==> config.mk <==
export PLATFORM = sky130hd
export DESIGN_NAME = mem_port_arb
export DESIGN_NICKNAME = d
export VERILOG_FILES = /design/src/rtl/mem_port_arb.sv
export SDC_FILE = /design/constraint.sdc
export NUM_CORES = 1
export LEC_CHECK = 0
export ABC_AREA = 1
export ABC_CLOCK_PERIOD_IN_PS = 2310
export CORE_ASPECT_RATIO = 1.75
export CORE_MARGIN = 2
export CORE_UTILIZATION = 47
export CTS_CLUSTER_SIZE = 8
export DETAILED_ROUTE_END_ITERATION = 6
export HOLD_SLACK_MARGIN = 0.08
export PLACE_DENSITY = 0.86
export SYNTH_ARGS = -nofsm -noshare
export SYNTH_HDL_FRONTEND = slang
export SYNTH_SLANG_ARGS = --single-unit
==> constraint.sdc <==
create_clock -name clk -period 2.31 [get_ports clk]
set_input_delay 0.5775 -clock clk [delete_from_list [all_inputs] [get_ports clk]]
set_output_delay 0.5775 -clock clk [all_outputs]
set_load 0.05 [all_outputs]
==> src/rtl/mem_port_arb.sv <==
// Two-requester arbiter for the external memory port.
// Fetch and load/store share one registered req/ack bus with timeout.
module mem_port_arb #(
    parameter int MAX_D_RUN   = 4,
    parameter int TIMEOUT_CYC = 255,
    parameter int CNT_W       = 8
) (
    input  logic        clk,
    input  logic        rst_n,
    input  logic        if_req_i,
    input  logic [31:0] if_addr_i,
    output logic        if_done_o,
    output logic [31:0] if_rdata_o,
    input  logic        d_en_i,
    input  logic        d_wr_i,
    input  logic [1:0]  d_wscope_i,
    input  logic [31:0] d_addr_i,
    input  logic [31:0] d_wdata_i,
    output logic        d_done_o,
    output logic [31:0] d_rdata_o,
    output logic        bus_req_o,
    output logic        bus_wr_o,
    output logic [1:0]  bus_wscope_o,
    output logic [31:0] bus_addr_o,
    output logic [31:0] bus_wdata_o,
    input  logic        bus_ack_i,
    input  logic [31:0] bus_rdata_i,
    output logic        err_o
);

    localparam int RUN_W = $clog2(MAX_D_RUN + 1);
    localparam logic [RUN_W-1:0] RUN_MAX = RUN_W'(MAX_D_RUN);
    localparam logic [CNT_W-1:0] TMO_LAST = CNT_W'(TIMEOUT_CYC - 1);

    typedef enum logic [1:0] {
        IDLE,
        BUSY_I,
        BUSY_D
    } state_t;

    state_t           state;
    logic [RUN_W-1:0] run_cnt;
    logic [CNT_W-1:0] tmo_cnt;

    logic run_full;
    logic grant_d;
    logic grant_i;
    logic tmo_hit;
    logic finish;

    // Fetch wins a tie only once data has had MAX_D_RUN grants in a row.
    assign run_full = (run_cnt == RUN_MAX);
    assign grant_d  = d_en_i && !(if_req_i && run_full);
    assign grant_i  = if_req_i && !grant_d;
    assign tmo_hit  = (tmo_cnt == TMO_LAST);
    assign finish   = bus_ack_i || tmo_hit;

    always_ff @(posedge clk or negedge rst_n) begin
        if (!rst_n) begin
            state        <= IDLE;
            run_cnt      <= '0;
            tmo_cnt      <= '0;
            if_done_o    <= 1'b0;
            if_rdata_o   <= '0;
            d_done_o     <= 1'b0;
            d_rdata_o    <= '0;
            bus_req_o    <= 1'b0;
            bus_wr_o     <= 1'b0;
            bus_wscope_o <= 2'b00;
            bus_addr_o   <= '0;
            bus_wdata_o  <= '0;
            err_o        <= 1'b0;
        end else begin
            if_done_o <= 1'b0;
            d_done_o  <= 1'b0;
            err_o     <= 1'b0;
            unique case (state)
                IDLE: begin
                    tmo_cnt <= '0;
                    unique case (1'b1)
                        grant_d: begin
                            state        <= BUSY_D;
                            bus_req_o    <= 1'b1;
                            bus_wr_o     <= d_wr_i;
                            bus_wscope_o <= d_wr_i ? d_wscope_i : 2'b11;
                            bus_addr_o   <= d_addr_i;
                            bus_wdata_o  <= d_wr_i ? d_wdata_i : '0;
                            if (!if_req_i)
                                run_cnt <= '0;
                            else if (!run_full)
                                run_cnt <= run_cnt + 1'b1;
                        end
                        grant_i: begin
                            state        <= BUSY_I;
                            bus_req_o    <= 1'b1;
                            bus_wr_o     <= 1'b0;
                            bus_wscope_o <= 2'b11;
                            bus_addr_o   <= if_addr_i;
                            bus_wdata_o  <= '0;
                            run_cnt      <= '0;
                        end
                        default: ;
                    endcase
                end
                BUSY_I, BUSY_D: begin
                    if (finish) begin
                        state     <= IDLE;
                        bus_req_o <= 1'b0;
                        err_o     <= !bus_ack_i;
                        if (state == BUSY_I) begin
                            if_done_o  <= 1'b1;
                            if_rdata_o <= bus_ack_i ? bus_rdata_i : '0;
                        end else begin
                            d_done_o  <= 1'b1;
                            d_rdata_o <= (bus_ack_i && !bus_wr_o) ?
                                         bus_rdata_i : '0;
                        end
                    end else begin
                        tmo_cnt <= tmo_cnt + 1'b1;
                    end
                end
                default: state <= IDLE;
            endcase
        end
    end

endmodule

==> flow_summary.toml <==
[detailed_routing]
avgViaCountPerCell = 5.19
first_pass_drt_iterations = 4
via_count = 6424
drt_iter0_markers = 338
post-route-drc-count = 0
route.detailed.wl_per_inst_um = 15.8
postRouteWirelength_mm = 19.6
ant_nets = 0

[setup_path]
required_ns = 1.73
crit_type = "register to output pin"
path_depth = 1
critPathBufInv = 1
timing.critical_path.arrival_ns = 1.67
worst_r2r_path_depth = 8
critical_path.top_delay_family = "buffers and inverters"
critical_path_peak_fanout = 2
critical_path.endpoint_type = "output pin"
worst_path_max_delay_cell = "sky130_fd_sc_hd__clkdlybuf4s50_1"
slowest_cell_delay_on_critical_path_ns = 0.83
timing.critical_path.from_type = "register"
worstPathCellList = "clkdlybuf4s50_1"

[final_layout]
final_layout_size_suffix_gt1_share_pct = 5.75
filler_cell_count = 1021
layout.nets = 1189
antenna_cells = 0
area_growth_syn_to_layout_pct = 51.6

[yosys]
net_count_of_the_mapped_netlist = 933
number_of_synthesized_register_bits = 148
ys_warns = 0
synth.distinct_cells = 25
syn_inst = 791
netlist.area_leader.share_pct = 55.7
yosysSeqAreaShare_pct = 55.7
synth.area.top_cells = "sky130_fd_sc_hd__dfrtp_1 (56%), sky130_fd_sc_hd__nand2_1 (13%), sky130_fd_sc_hd__nand4_1 (6.1%)"
cell_type_contributing_the_most_total_cell_area_after_synthesis = "sky130_fd_sc_hd__dfrtp_1"
post_synth.cell_area_avg_um2 = 8.40
synth_area_mm2 = 0.00665

[die]
die-width_um = 93.9
starting_density_of_the_core_pct = 48.0
placeable_area_mm2 = 0.0138
placement_rows = 57
die_h_um = 161
die-area_mm2 = 0.0151
io_pins = 271

[grt]
antenna_found_initial = 0
global_route_wire_length_before_repair_mm = 31.2
grt_max_degree = 65
via_count_of_the_first_global_routing_pass = 6373
grt_overflow = 0
gr-usage-all-layers_pct = 26.0

[placed_design]
dp_hpwl_mm = 14.0
routabilityCongestion = 0.830
io_buffer_count = 270

[sta]
max_slew.worst_pin.slew_ns = 0.645
clock_skew_ns = 0.00914
final.period_utilization_pct = 97.2
setup_viol_count_final = 0
timing.final.crit_period_ns = 2.24
fmax_mhz = 445
final_hold_viol_count = 0
slew-limit-headroom_pct = 57.0
slew_violations = 0
final.setup.tns_ns = 0
rsz0062_at_grt = "false"

[status]
outcome = "completed"

[flow_run]
max_cap_violations = 0

[cts]
cts_buffers = 17
cts_sinks = 148
clock_path_buffers = 2
clk_tree_root_cell = "sky130_fd_sc_hd__clkbuf_16"
clk_pin_slew_worst_setup_hold_paths_ns = 0.07
worst_skew_pair.late_latency_ns = 0.41
ctsHoldBuffers = 0
clock_tree.htree_level_count = 4
cts_tree = "built"
postCtsSetupBuffers = 0
cts_repair_resize_count = 0

[worst_hold_path]
worstHoldPathType = "primary input to asynchronous set/reset pin"

[power]
power.total_mw = 16.0
vdd.ir_drop.worst_uv = 981
power-per-cell-area_mw_per_mm2 = 1590
leakagePower_nw = 4.83
[kinds of logic (layout without fill, tap and decap cells)]
logic type | after synthesis | in the layout | share of synthesized area, %
xor gates and xnor gates | 3 | 3 | 0.395
buffers and inverters | 135 | 404 | 8.85
AOI/OAI and AO/OA | 107 | 107 | 8.17
DFF | 148 | 148 | 55.7
adders and majority gates | 6 | 6 | 1.13
and+or+nand+nor | 392 | 392 | 25.7
[worst register-to-register path, stage by stage (launching register included)]
cell                      delay (ns)
sky130_fd_sc_hd__dfrtp_1        0.36
sky130_fd_sc_hd__inv_1          0.07
sky130_fd_sc_hd__ha_2           0.42
sky130_fd_sc_hd__inv_1          0.12
sky130_fd_sc_hd__nor2_1         0.13
sky130_fd_sc_hd__nand2_1        0.30
sky130_fd_sc_hd__inv_1          0.24
sky130_fd_sc_hd__nand2_1        0.06
sky130_fd_sc_hd__o21ai_0        0.09
[cell usage after synthesis]
| library cell | count |
|---|---|
| sky130_fd_sc_hd__a21oi_1 | 64 |
| sky130_fd_sc_hd__buf_1 | 6 |
| sky130_fd_sc_hd__buf_2 | 20 |
| sky130_fd_sc_hd__buf_4 | 3 |
| sky130_fd_sc_hd__buf_6 | 6 |
| sky130_fd_sc_hd__clkbuf_1 | 16 |
| sky130_fd_sc_hd__dfrtp_1 | 148 |
| sky130_fd_sc_hd__ha_1 | 6 |
| sky130_fd_sc_hd__inv_1 | 84 |
| sky130_fd_sc_hd__nand2_1 | 225 |
| sky130_fd_sc_hd__nand2_2 | 3 |
| sky130_fd_sc_hd__nand2_4 | 1 |
| sky130_fd_sc_hd__nand3_1 | 19 |
| sky130_fd_sc_hd__nand3_4 | 2 |
| sky130_fd_sc_hd__nand4_1 | 65 |
| sky130_fd_sc_hd__nor2_1 | 75 |
| sky130_fd_sc_hd__nor2_4 | 1 |
| sky130_fd_sc_hd__o21ai_0 | 33 |
| sky130_fd_sc_hd__o21ai_1 | 7 |
| sky130_fd_sc_hd__o21ai_2 | 1 |
| sky130_fd_sc_hd__o21bai_1 | 1 |
| sky130_fd_sc_hd__o22ai_1 | 1 |
| sky130_fd_sc_hd__or2_2 | 1 |
| sky130_fd_sc_hd__xnor2_1 | 1 |
| sky130_fd_sc_hd__xor2_1 | 2 |
[power breakdown]
group          total (mW)  switching (mW)  leakage (nW)  internal [mW]
Sequential           4.35           0.657          1.88           3.69
Clock                2.69            1.17         0.277           1.52
Combinational        8.93            6.20          2.67           2.73
Total                16.0            8.03          4.83           7.94
[metal layers]
layer / up-vias / wire, um / track usage, %
met5: - / 0 / 0
met4: 0 / 644 / 10.7
met3: 45 / 1350 / 6.30
met2: 277 / 10600 / 46.3
met1: 3052 / 6950 / 29.3
li1: 3050 / - / -
[through the flow]
step	hold WS, ns	cells	worst slack, ns	util (%)	cell area, um2
after floorplan	0.282	791	0.764	-	6650
after global placement	0.453	1205	0.276	68.7	9500
after detailed placement	0.458	1205	0.203	68.7	9500
after CTS	0.0940	1237	0.0515	72.8	10100
after global routing	0.108	1237	0.0414	72.8	10100
final	0.0871	1237	0.0652	72.8	10100
[cell usage in the layout (no fill, tap or decap)]
cell,count
sky130_fd_sc_hd__nand3_1,19
sky130_fd_sc_hd__nand2_4,1
sky130_fd_sc_hd__o21ai_1,7
sky130_fd_sc_hd__clkinv_2,1
sky130_fd_sc_hd__ha_2,1
sky130_fd_sc_hd__nor2_4,1
sky130_fd_sc_hd__xnor2_1,1
sky130_fd_sc_hd__o21ai_4,1
sky130_fd_sc_hd__clkdlybuf4s50_1,268
sky130_fd_sc_hd__o22ai_1,1
sky130_fd_sc_hd__inv_1,84
sky130_fd_sc_hd__nand4_1,65
sky130_fd_sc_hd__nand2_1,225
sky130_fd_sc_hd__or2_2,1
sky130_fd_sc_hd__buf_12,5
sky130_fd_sc_hd__a21oi_1,64
sky130_fd_sc_hd__xor2_1,2
sky130_fd_sc_hd__clkbuf_16,17
sky130_fd_sc_hd__buf_4,14
sky130_fd_sc_hd__clkbuf_1,1
sky130_fd_sc_hd__nand3_4,2
sky130_fd_sc_hd__nand2_2,3
sky130_fd_sc_hd__dfrtp_1,148
sky130_fd_sc_hd__clkinv_4,2
sky130_fd_sc_hd__clkinvlp_4,2
sky130_fd_sc_hd__ha_1,5
sky130_fd_sc_hd__o21bai_1,1
sky130_fd_sc_hd__inv_6,6
sky130_fd_sc_hd__nor2_1,75
sky130_fd_sc_hd__o21ai_0,33
sky130_fd_sc_hd__buf_6,1
sky130_fd_sc_hd__inv_8,2
sky130_fd_sc_hd__bufinv_16,1
[worst paths after layout]
check | start | to | slack (ns)
worst min-delay path | rst_n | if_rdata_o[31]$_DFFE_PN0P_ | 0.09
max in group asynchronous | rst_n | bus_wdata_o[25]$_DFFE_PN0P_ | 1.60
worst max register to register | state[1]$_DFFE_PN0P_ | tmo_cnt[0]$_DFFE_PN0P_ | 0.43
worst max-delay path | bus_addr_o[22]$_DFFE_PN0P_ | bus_addr_o[22] | 0.07
min in group clk | d_rdata_o[6]$_DFFE_PN0P_ | d_rdata_o[6]$_DFFE_PN0P_ | 0.47
worst min register to register | d_rdata_o[6]$_DFFE_PN0P_ | d_rdata_o[6]$_DFFE_PN0P_ | 0.47
[area by class of cell]
| class | instances | area (um2) | area share, % |
|---|---|---|---|
| inverter | 84 | 315 | 3.13 |
| sequential | 148 | 3700 | 36.8 |
| tap | 177 | 221 | 2.20 |
| clock buffer | 18 | 429 | 4.26 |
| multi-input combinational | 508 | 2360 | 23.5 |
| clock inverter | 14 | 143 | 1.42 |
| timing repair buffer | 288 | 2900 | 28.8 |
[flip-flops by register name, summed over array words and instances (netlist names)]
signal,cells
bus_addr_o,32
bus_wdata_o,32
d_rdata_o,32
if_rdata_o,32
tmo_cnt,8
run_cnt,3
bus_wscope_o,2
state,2
bus_req_o,1
bus_wr_o,1
d_done_o,1
err_o,1
if_done_o,1
Note: power is estimated with default switching activity, not from simulation.
